## src/rtl/serial_frame_deser_pkg.sv

```systemverilog
// Shared types and framing constants for the serial frame receiver.
// Any block that decodes or builds these frames imports this package.
package serial_frame_pkg;

    typedef enum logic [1:0] {
        IDLE,
        DATA,
        STOP
    } state_t;

    localparam logic IDLE_LEVEL  = 1'b1;
    localparam logic START_LEVEL = 1'b0;
    localparam logic STOP_LEVEL  = 1'b1;

    // Bits needed to count from 0 up to width inclusive.
    function automatic int cnt_width(input int width);
        return $clog2(width + 1);
    endfunction

endpackage

```

## src/rtl/serial_frame_deser_if.sv

```systemverilog
// Serial input, handshake and status bundle of the frame receiver.
// The receiver uses the slave modport and its driver uses the master modport.
interface serial_frame_deser_if #(
    parameter int WIDTH = 8,
    parameter int CNT_W = 16
);
    logic             bit_in;
    logic             data_ready;
    logic             err_clear;
    logic [WIDTH-1:0] data_out;
    logic             data_valid;
    logic             frame_err;
    logic             overrun_flag;
    logic [CNT_W-1:0] frame_count;

    modport master (
        output bit_in, data_ready, err_clear,
        input  data_out, data_valid, frame_err, overrun_flag, frame_count
    );

    modport slave (
        input  bit_in, data_ready, err_clear,
        output data_out, data_valid, frame_err, overrun_flag, frame_count
    );
endinterface

```

## src/rtl/serial_frame_deser_shift_reg.sv

```systemverilog
// Right-shift register that assembles the incoming word LSB-first.
// New bits enter at the MSB, so the first data bit ends up at bit 0.
module deser_shift_reg #(
    parameter int WIDTH = 8
) (
    input  logic             clk_signal,
    input  logic             rst_n,
    input  logic             shift_en,
    input  logic             bit_in,
    output logic [WIDTH-1:0] word
);

    logic [WIDTH-1:0] shift_q;
    logic [WIDTH-1:0] shift_d;

    always_comb begin
        shift_d = shift_q;
        if (shift_en) begin
            shift_d = {bit_in, shift_q[WIDTH-1:1]};
        end
    end

    always_ff @(posedge clk_signal or negedge rst_n) begin
        if (!rst_n) begin
            shift_q <= '0;
        end else begin
            shift_q <= shift_d;
        end
    end

    assign word = shift_q;

endmodule

```

## src/rtl/serial_frame_deser.sv

```systemverilog
// Frame receiver: detects start and stop bits, assembles WIDTH data bits and
// hands each good word to a one-entry valid/ready buffer with error flags.
module serial_frame_deser
    import serial_frame_pkg::*;
#(
    parameter int WIDTH = 8,
    parameter int CNT_W = 16
) (
    input logic                clk_signal,
    input logic                rst_n,
    serial_frame_deser_if.slave bus
);

    localparam int BIT_CNT_W = cnt_width(WIDTH);

    state_t               state_q, state_d;
    logic [BIT_CNT_W-1:0] bit_cnt_q, bit_cnt_d;
    logic [WIDTH-1:0]     data_out_q, data_out_d;
    logic                 data_valid_q, data_valid_d;
    logic                 frame_err_q, frame_err_d;
    logic                 overrun_q, overrun_d;
    logic [CNT_W-1:0]     frame_count_q, frame_count_d;
    logic                 shift_en;
    logic [WIDTH-1:0]     shift_word;

    deser_shift_reg #(.WIDTH(WIDTH)) u_shift_reg (
        .clk_signal (clk_signal),
        .rst_n      (rst_n),
        .shift_en   (shift_en),
        .bit_in     (bus.bit_in),
        .word       (shift_word)
    );

    always_comb begin
        state_d       = state_q;
        bit_cnt_d     = bit_cnt_q;
        shift_en      = 1'b0;
        data_out_d    = data_out_q;
        data_valid_d  = data_valid_q && !bus.data_ready;
        frame_err_d   = 1'b0;
        // A new overrun in the same cycle as err_clear must win, so it is set below.
        overrun_d     = overrun_q && !bus.err_clear;
        frame_count_d = frame_count_q;

        unique case (state_q)
            IDLE: begin
                if (bus.bit_in != IDLE_LEVEL) begin
                    state_d   = DATA;
                    bit_cnt_d = '0;
                end
            end
            DATA: begin
                shift_en  = 1'b1;
                bit_cnt_d = bit_cnt_q + 1'b1;
                if (bit_cnt_q == BIT_CNT_W'(WIDTH - 1)) begin
                    state_d = STOP;
                end
            end
            STOP: begin
                state_d = IDLE;
                if (bus.bit_in == STOP_LEVEL) begin
                    if (!data_valid_q || bus.data_ready) begin
                        data_out_d    = shift_word;
                        data_valid_d  = 1'b1;
                        frame_count_d = frame_count_q + 1'b1;
                    end else begin
                        overrun_d = 1'b1;
                    end
                end else begin
                    frame_err_d = 1'b1;
                end
            end
            default: state_d = IDLE;
        endcase
    end

    always_ff @(posedge clk_signal or negedge rst_n) begin
        if (!rst_n) begin
            state_q       <= IDLE;
            bit_cnt_q     <= '0;
            data_out_q    <= '0;
            data_valid_q  <= 1'b0;
            frame_err_q   <= 1'b0;
            overrun_q     <= 1'b0;
            frame_count_q <= '0;
        end else begin
            state_q       <= state_d;
            bit_cnt_q     <= bit_cnt_d;
            data_out_q    <= data_out_d;
            data_valid_q  <= data_valid_d;
            frame_err_q   <= frame_err_d;
            overrun_q     <= overrun_d;
            frame_count_q <= frame_count_d;
        end
    end

    assign bus.data_out     = data_out_q;
    assign bus.data_valid   = data_valid_q;
    assign bus.frame_err    = frame_err_q;
    assign bus.overrun_flag = overrun_q;
    assign bus.frame_count  = frame_count_q;

endmodule

```

## src/flat_wrapper.sv

```systemverilog
// flat-port wrapper written by rule: the top's interface ports become plain ports
module serial_frame_deser_flat import serial_frame_pkg::*;
#(
    parameter int WIDTH = 8,
    parameter int CNT_W = 16
)
  (clk_signal, rst_n, bus_bit_in, bus_data_ready, bus_err_clear, bus_data_out, bus_data_valid, bus_frame_err, bus_overrun_flag, bus_frame_count);
  serial_frame_deser_if #(.WIDTH(WIDTH), .CNT_W(CNT_W)) bus_i ();
  input logic clk_signal;
  input logic rst_n;
  input wire logic [$bits(bus_i.bit_in)-1:0] bus_bit_in;
  input wire logic [$bits(bus_i.data_ready)-1:0] bus_data_ready;
  input wire logic [$bits(bus_i.err_clear)-1:0] bus_err_clear;
  output wire logic [$bits(bus_i.data_out)-1:0] bus_data_out;
  output wire logic [$bits(bus_i.data_valid)-1:0] bus_data_valid;
  output wire logic [$bits(bus_i.frame_err)-1:0] bus_frame_err;
  output wire logic [$bits(bus_i.overrun_flag)-1:0] bus_overrun_flag;
  output wire logic [$bits(bus_i.frame_count)-1:0] bus_frame_count;
  assign bus_i.bit_in = bus_bit_in;
  assign bus_i.data_ready = bus_data_ready;
  assign bus_i.err_clear = bus_err_clear;
  assign bus_data_out = bus_i.data_out;
  assign bus_data_valid = bus_i.data_valid;
  assign bus_frame_err = bus_i.frame_err;
  assign bus_overrun_flag = bus_i.overrun_flag;
  assign bus_frame_count = bus_i.frame_count;
  serial_frame_deser #(.WIDTH(WIDTH), .CNT_W(CNT_W)) u_core (.clk_signal(clk_signal), .rst_n(rst_n), .bus(bus_i));
endmodule
```

## config.mk

```make
export PLATFORM = sky130hd
export DESIGN_NAME = serial_frame_deser_flat
export DESIGN_NICKNAME = d
export VERILOG_FILES = /design/src/rtl/serial_frame_deser_pkg.sv /design/src/rtl/serial_frame_deser_if.sv /design/src/rtl/serial_frame_deser_shift_reg.sv /design/src/rtl/serial_frame_deser.sv /design/src/flat_wrapper.sv
export SDC_FILE = /design/constraint.sdc
export NUM_CORES = 1
export LEC_CHECK = 0
export ABC_AREA = 1
export CORE_MARGIN = 1.5
export CORE_UTILIZATION = 55
export DETAILED_ROUTE_END_ITERATION = 12
export MAX_ROUTING_LAYER = met4
export PLACE_DENSITY = 0.87
export SLEW_MARGIN = 15
export SYNTH_ARGS = -nofsm -noshare
export SYNTH_HDL_FRONTEND = slang
export SYNTH_SLANG_ARGS = --single-unit
```

## constraint.sdc

```tcl
create_clock -name clk_signal -period 3.9 [get_ports clk_signal]
set_input_delay 0.585 -clock clk_signal [delete_from_list [all_inputs] [get_ports clk_signal]]
set_output_delay 0.585 -clock clk_signal [all_outputs]
set_load 0.1 [all_outputs]
```

# --- Yosys cells after proc, flatten, opt, wreduce, memory -nomap -nowiden ---
# Cells that the tools add are included.
op_classes:
  mux: 14
  n_eq_ne: 5
  reduce_logical: 11
  add_sub_neg: 2
op_table:
  columns: ["operator", "count"]
  rows:
  - ["adder 16 x 1 -> 16 bit, second input constant", 1]
  - ["two-way mux 1 bit", 9]
  - ["case mux 4 bit (2 select lines)", 1]
  - ["adder 4 x 1 -> 4 bit, second input constant", 1]
  - ["equality test 4 x 3 -> 1 bit, second input constant", 1]
  - ["two-way mux 2 bit", 2]
  - ["two-way mux 4 bit", 1]
  - ["case mux 2 bit (2 select lines)", 1]
  - ["AND reduction 2 bit", 2]
  - ["zero test 1 bit", 3]
  - ["AND reduction 3 bit", 1]
  - ["equality test 2 x 1 -> 1 bit, second input constant", 1]
  - ["equality test 2 bit, second input constant", 1]
  - ["logical AND 1 bit", 2]
  - ["zero test 2 bit", 1]
  - ["inequality test 2 x 1 -> 1 bit, second input constant", 1]
  - ["inequality test 2 bit, second input constant", 1]
  - ["nonzero test 2 bit", 1]
  - ["logical OR 1 bit", 1]
word_totals:
  register_bits: 41
  elab_cells: 40

# --- Depth between registers and ports, before layout ---
# Gate-level depths: netlist of run 1.
depth:
  depth_word: 5
  mapped_depth: 8
  depth_no_buf: 8

# --- Modules after synthesis ---
# From an unflattened synthesis of run 1, not the netlist that was laid out.
hier_totals:
  hier_cells: 214
  hier_area_um2: 1830.5
modules_own_cells:
  columns: ["mod", "seq_area_each_um2", "cells_per_inst", "area_each_um2", "n_inst"]
  rows:
  - ["serial_frame_deser", 825.8, 180, 1525.2, 1]
  - ["deser_shift_reg", 200.2, 34, 305.3, 1]

# --- Worst setup path before layout of run 1 ---
# Ideal clock, no wire load.
synth_path:
  kind: "register to register"
  startpoint: "register u_core.frame_count_q[0] (netlist: u_core.bus.frame_count[0])"
  endpoint: "register u_core.frame_count_q[8] (netlist: u_core.bus.frame_count[8])"
  arrival_ns: 1.890
  required_time_ns: 3.775
  path_stages_with_launch: 7
  setup_slack_ns: 1.885
  n_path_buf: 0
  synth_period_minus_slack_ns: 2.015
  path_cell_list: "dfrtp_1 ha_1 nand2_1 nor3_4 nand2_1 o21ai_0 nand2_1"
synth_via:
  elab_chain_cells: 1
synth_rtl:
  columns: ["item", "line_no", "text"]
  rows:
  - ["from (decl)", "serial_frame_deser.sv:22", "logic [CNT_W-1:0] frame_count_q, frame_count_d;"]
  - ["from (signal assigned)", "serial_frame_deser.sv:93", "frame_count_q <= frame_count_d;"]
  - ["adder 16 x 1 -> 16 bit", "serial_frame_deser.sv:65", "frame_count_d = frame_count_q + 1'b1;"]
# Every way passes these cells.
# A chain may end at the register's enable or synchronous reset.

# --- Final worst setup path of run 1 ---
layout_path:
  startpoint: "register u_core.frame_count_q[0] (netlist: u_core.bus.frame_count[0])"
  endpoint: "output bus_frame_count[0]"
layout_rtl:
  columns: ["item", "line_no", "text"]
  rows:
  - ["to (decl)", "flat_wrapper.sv:18", "output wire logic [$bits(bus_i.frame_count)-1:0] bus_frame_count;"]
# No word-level cell between the ends.

==> run metrics, run 1 <==
Final ANT Viol Nets 0; warnings from Yosys 0; cell taking the most area after synthesis dfrtp_1; Die Area 0.00370 sq mm; ant diodes 0; initial antenna violation count 0; DR pass1 iterations 4; nets@finish 243; startpoint types flip-flop; largest net degree at the start of global routing 42; starting density of the core 59.2%; Worst Tran Pin Value roughly 0.98 ns; CTS HTree Levels 2; DRC viols 0; setup bufs post-CTS 0; top-area cell type share of the netlist area 55.8%; CTS max path bufs 2; Worst path slowest cell clkdlybuf4s50_1; asr flop ratio synth 100%; IO Count 32; Synth Cell Area 0.00184 sq mm; CTS tree built; share of layout cells above drive strength 1 under 10%; Max-slew headroom 34.7%; fin. max-slew vios 0; first-pass GRT wire length 5.84 mm; FF-to-FF End u_core.bus.frame_count[13]$_DFFE_PN0P_; Flop pwr share 38.7%; power per cell area 702 mW/mm^2; WP data arrival approximately 2.0 ns; final setup violation count 0; Core ar. 0.00310 sq mm; RD Place Congestion about 0.95; vias per cell 4.95; clock insertion delay at the later pin of the skew report 0.35 ns; Top Family by Delay on Critical Path buffers and inverters; Synth cell types 25; vias in the first global route 1,298; Die H ~61 um; Pleak 1.05 nW; setup TNS 0 ns; dpl ws 1.67 ns; setup ws final 1.35 ns; largest fanout on the critical path 4; Cell Chain, Critical Path clkdlybuf4s50_1; final core occ 72.7%; combinational power share approximately 43%; NetSw 0.735 mW; CP Class flip-flop to output pin; CTS resizes 0; Sw Ratio 46.3%; Filler Cell Count 245; Int Power roughly 0.85 mW; sequential area share after synthesis between 50% and 60%; clock buffer count from CTS 5; final wirelength between 3 and 4 mm; Final HPWL DP roughly 2.5 mm; total power ~1.6 mW; worst flop-to-flop path startpoint u_core.state_q[0]$_DFFE_PN0P_; Yosys reg bits 41; # clock sinks 41; Worst Path Buf+Inv 1; max-cap viol count 0; outcome finished clean; R2R setup slack 2.33 ns; hold-fix buffers at CTS 0; Clock power frac 18.1%; total gr overflow 0; Chip Width slightly above 60 um; Syn Nets about 210; CTS root buf clkbuf_4; Port-buffer cells 31; nature of the critical path endpoint output pin; Tmin final about 2.6 ns; post-DR wirelength/cell approximately 12 um; hold slack 0.333 ns; ys flop type dfrtp_1; min-delay worst type input port to async pin; Layout Cells excl Fill about 280; Final Cell Area roughly 0.0023 sq mm; synth top area cells dfrtp_1 56%, nand2_1 12%, inv_1 5.3%; synthesized area per cell 9.10 sq um; RSZ-0062 raised after global routing false; total track usage 22.7%; period utilization about 65%; site row count 20; synthesis-to-finish area growth 22.8%; Area after DPL about 0.0022 sq mm; via count 1,391; Max Fclk approximately 390 MHz; Max IR drop VDD ~0.00058 V; Initial DRC Count 73; Worst-path clk slew 0.12 ns; R2R depth 8; Worst Path Required ~3.3 ns; CP max stage delay 1.17 ns; final hold vios 0; clock skew 0.00898 ns; number of synthesized flops with an enable pin 0; cell count after synthesis 202; Post-Place Cells 273
kinds of logic (layout without fill, tap and decap cells):
| family | after synthesis | after routing | share of synthesized area [%] |
|---|---|---|---|
| simple gates | 97 | 97 | 25.3 |
| compound gates | 22 | 22 | 6.33 |
| fa+ha+maj | 2 | 2 | 1.36 |
| buf+inv | 31 | 66 | 6.94 |
| flops | 41 | 41 | 55.8 |
| xor+xnor | 9 | 9 | 4.29 |
layer usage:
layer	track usage [%]	vias to the layer above	part of all wire [%]
met5	-	-	0
met4	7.76	0	1.6
met3	7.04	6	5.3
met2	34.4	36	45
met1	29.1	642	48
li1	-	707	-
area by class of cell:
cell class | count | area, sq um | share of cell area [%]
Inverter | 27 | 101 | 4.49
Clock inverter | 1 | 30.0 | 1.33
Multi-Input combinational cell | 130 | 684 | 30.3
Sequential cell | 41 | 1030 | 45.5
Tap cell | 44 | 55.1 | 2.44
Timing Repair Buffer | 31 | 305 | 13.5
Clock buffer | 7 | 55.1 | 2.44
layout by cell type, fill, tap and decap left out:
| cell type | n |
|---|---|
| clkdlybuf4s50_1 | 30 |
| inv_2 | 1 |
| nand2_1 | 59 |
| o21ai_1 | 6 |
| nor2_2 | 1 |
| bufinv_16 | 1 |
| nand3_4 | 1 |
| dfrtp_1 | 41 |
| ha_1 | 2 |
| nor3_1 | 3 |
| nand4_1 | 4 |
| xnor2_1 | 4 |
| nor2_4 | 3 |
| o22ai_1 | 1 |
| clkbuf_8 | 1 |
| clkbuf_4 | 5 |
| nand3_2 | 1 |
| clkbuf_1 | 1 |
| o21ai_0 | 13 |
| nand3_1 | 10 |
| o31ai_1 | 1 |
| nand3b_1 | 1 |
| inv_1 | 26 |
| xor2_1 | 5 |
| nor3_2 | 2 |
| o211ai_1 | 1 |
| nor2_1 | 11 |
| buf_2 | 1 |
| nor3_4 | 1 |
synth_stat cells (2+ instances only):
library cell / instances
nand3_1: 10
dfrtp_1: 41
ha_1: 2
nor2_1: 11
inv_1: 26
nor3_2: 2
xor2_1: 5
nand4_1: 4
nor2_4: 3
o21ai_1: 6
o21ai_0: 13
nand2_1: 59
buf_2: 3
nor3_1: 3
xnor2_1: 4
sequential cells by signal (all words and copies together) (netlist names):
signal,flops
u_core.bus.data_out,8
u_core.bus.frame_err,1
u_core.bit_cnt_q,4
u_core.bus.overrun_flag,1
u_core.bus.data_valid,1
u_core.state_q,2
u_core.bus.frame_count,16
u_core.u_shift_reg.word,8
worst max path at each step:
stage	startpoint	end	slack [ns]	cells past startpoint
5_1_grt	u_core.bus.frame_count[0]$_DFFE_PN0P_	bus_frame_count[0]	1.27	1
3_3_place_gp	u_core.bus.frame_count[7]$_DFFE_PN0P_	bus_frame_count[7]	1.75	1
3_5_place_dp	bus_bit_in	u_core.bus.frame_count[13]$_DFFE_PN0P_	1.67	8
4_1_cts	u_core.bus.frame_count[0]$_DFFE_PN0P_	bus_frame_count[0]	1.33	1
6_report	u_core.bus.frame_count[0]$_DFFE_PN0P_	bus_frame_count[0]	1.35	1
2_1_floorplan	u_core.bus.frame_count[0]$_DFFE_PN0P_	u_core.bus.frame_count[8]$_DFFE_PN0P_	1.88	6
power groups by stage:
stage / logic (mW) / registers, mW / clock network, mW
3_5_place_dp: 0.692 / 0.621 / 0
6_report: 0.685 / 0.613 / 0.287
3_3_place_gp: 0.676 / 0.619 / 0
4_1_cts: 0.692 / 0.615 / 0.294
2_1_floorplan: 0.193 / 0.957 / 0
5_1_grt: 0.739 / 0.631 / 0.308
(Power assumes the default switching activity.)
==> run 2: changes to the inputs <==
--- a/config.mk
+++ b/config.mk
@@ -7,10 +7,10 @@
 export LEC_CHECK = 0
 export ABC_AREA = 1
 export CORE_MARGIN = 1.5
-export CORE_UTILIZATION = 55
+export CORE_UTILIZATION = 47
 export DETAILED_ROUTE_END_ITERATION = 12
 export MAX_ROUTING_LAYER = met4
-export PLACE_DENSITY = 0.87
+export PLACE_DENSITY = 0.79
 export SLEW_MARGIN = 15
 export SYNTH_ARGS = -nofsm -noshare
 export SYNTH_HDL_FRONTEND = slang
==> constraint.sdc (replaced) <==
create_clock -name clk_signal -period 2.15 [get_ports clk_signal]
set_input_delay 0.3225 -clock clk_signal [delete_from_list [all_inputs] [get_ports clk_signal]]
set_output_delay 0.3225 -clock clk_signal [all_outputs]
set_load 0.1 [all_outputs]
==> run 2 against run 1 <==
  * Via count is 3.9% higher
  * Register-to-register slack worse by 1.7 ns
  * Clock skew is 0.0045 ns lower
  * Sequential cell count stayed put
  * Design area is 1.2% lower
==> run metrics, run 2 (synthesis results as in run 1) <==
DR pass1 iterations 4; via count 1,445; initial antenna violation count 0; Max IR drop VDD between 0.001 and 0.0015 V; hold slack 0.476 ns; CP most frequent cell nand2_1; hold-fix buffers at CTS 1; share of layout cells above drive strength 1 19.4%; Tmin final 1.57 ns; worst flop-to-flop path startpoint u_core.bus.frame_count[0]$_DFFE_PN0P_; WL met3 156 um; Die H 65.5 um; Worst Path Required roughly 2.3 ns; clock insertion delay at the later pin of the skew report 0.29 ns; vias in the first global route 1,420; final hold vios 0; met1 WL between 1.5 and 2 mm; Worst-path clk slew 0.07 ns; FF+latch area about 0.0010 sq mm; IO Count 32; CP max stage delay 0.59 ns; period utilization 72.9%; CTS max path bufs 2; Multi-input gate area just under 700 sq um; Chip Width 65.5 um; commonest non-fill, non-tap cells in the layout 59 x nand2_1, 41 x dfrtp_1, 31 x buf_4, 26 x inv_1, 13 x o21ai_0; starting density of the core 49.5%; setup TNS 0 ns; max-cap viol count 0; most common cell after layout, fill and taps aside nand2_1; Initial DRC Count 64; clock skew 0.00448 ns; Max Fclk 638 MHz; CTS resizes 0; CTS HTree Levels 2; R2R depth 7; outcome finished clean; vias per cell ~5; hold path depth 1; RD Place Congestion 0.851; # clock sinks 41; WP data arrival 1.75 ns; site row count 22; Cell Chain, Critical Path clkdlybuf4s50_1 -> nand3_2 -> nor2_4 -> nand2_1 -> nor2_1 -> nand2_1 -> nand2_1 -> nand2_1; total track usage about a fifth; R2R setup slack 0.66 ns; Pleak 1.11 nW; largest net degree at the start of global routing 20; hold path startpoint u_core.state_q[0]$_DFFE_PN0P_; CP Class input port to flip-flop; final setup violation count 0; final core occ 60.0%; first-pass GRT wire length between 6 and 7 mm; Post-Place Cells 281; final wirelength roughly 3.4 mm; Worst path slowest cell clkdlybuf4s50_1; CTS tree built; Final HPWL DP 2.57 mm; Die Area 0.00429 sq mm; CTS root buf clkbuf_8; RSZ-0062 raised after global routing false; Final ANT Viol Nets 0; min-delay worst type flip-flop to flip-flop; nature of the critical path endpoint flip-flop; Core ar. ~0.0037 sq mm; Layout Cells excl Fill 290; Hold EP u_core.bus.frame_err$_DFF_PN0_; Filler Cell Count 326; setup bufs post-CTS 0; Worst Tran Pin Value 0.394 ns; Max-slew headroom 73.7%; ant diodes 0; Port-buffer cells 31; power per cell area 1260 mW/mm^2; startpoint types input port; synthesis-to-finish area growth 21.3%; top sig layer met4; met2 WL 1.60 mm; total gr overflow 0; clock buffer count from CTS 5; Largest register FFs 16; FF-to-FF End u_core.bus.frame_count[12]$_DFFE_PN0P_; nets@finish 248; fin. max-slew vios 0; DRC viols 0; largest fanout on the critical path 8; post-DR wirelength/cell around 12 um
==> run 2: cell types whose count changed in the layout (fill, tap and decap cells not counted), sizes merged <==
cell           before  now
clkbuf              7    8
buf                 1   32
dlygate4sd3         0    1
clkdlybuf4s50      30    3
bufinv              1    0
==> run 2: area by class of cell <==
type | instances | share of cell area, %
Timing Repair Buffer | 36 | 12.5
Inverter | 27 | 4.55
Sequential cell | 41 | 46.0
Multi-Input combinational cell | 130 | 30.7
Clock buffer | 8 | 3.59
Tap cell | 48 | 2.69
==> run 2: worst max-delay path by stage <==
| stage | slack, ns | to | cells past startpoint | startpoint |
|---|---|---|---|---|
| after floorplan | 0.13 | u_core.bus.frame_count[8]$_DFFE_PN0P_ | 6 | u_core.bus.frame_count[0]$_DFFE_PN0P_ |
| after global placement | 0.34 | u_core.bus.frame_count[9]$_DFFE_PN0P_ | 8 | bus_bit_in |
| after detailed placement | 0.29 | u_core.bus.frame_count[13]$_DFFE_PN0P_ | 8 | bus_bit_in |
| after CTS | 0.59 | u_core.bus.frame_count[13]$_DFFE_PN0P_ | 8 | bus_bit_in |
| after global routing | 0.40 | u_core.bus.frame_count[13]$_DFFE_PN0P_ | 8 | bus_bit_in |
| final | 0.58 | u_core.bus.frame_count[13]$_DFFE_PN0P_ | 8 | bus_bit_in |
==> run 2: per-stage QoR <==
| stage | power, mW | cell area [sq um] | setup slack [ns] |
|---|---|---|---|
| global route | 2.97 | 2230 | 0.404 |
| global placement | 2.33 | 2140 | 0.343 |
| floorplan | 2.09 | 1840 | 0.135 |
| detailed placement | 2.37 | 2140 | 0.287 |
| CTS | 2.84 | 2230 | 0.591 |
| finish | 2.82 | 2230 | 0.582 |
==> run 2: worst max-delay path: cells and delay by family <==
kind | cells | cell delay (ns)
buffers and inverters | 1 | 0.59
AND/OR/NAND/NOR | 7 | 0.83
==> run 2: layer usage <==
| metal | vias up | global-route usage [%] |
|---|---|---|
| li1 | 715 | - |
| met1 | 683 | 23.1 |
| met2 | 39 | 30.4 |
| met3 | 8 | 3.94 |
| met4 | 0 | 12.8 |
| met5 | - | - |
==> run 2: where the power goes <==
part	internal, mW	switching [mW]	total [mW]	leakage (nW)
clock network	0.230	0.238	0.468	0.0395
registers	0.976	0.149	1.12	0.520
logic	0.267	0.957	1.22	0.547
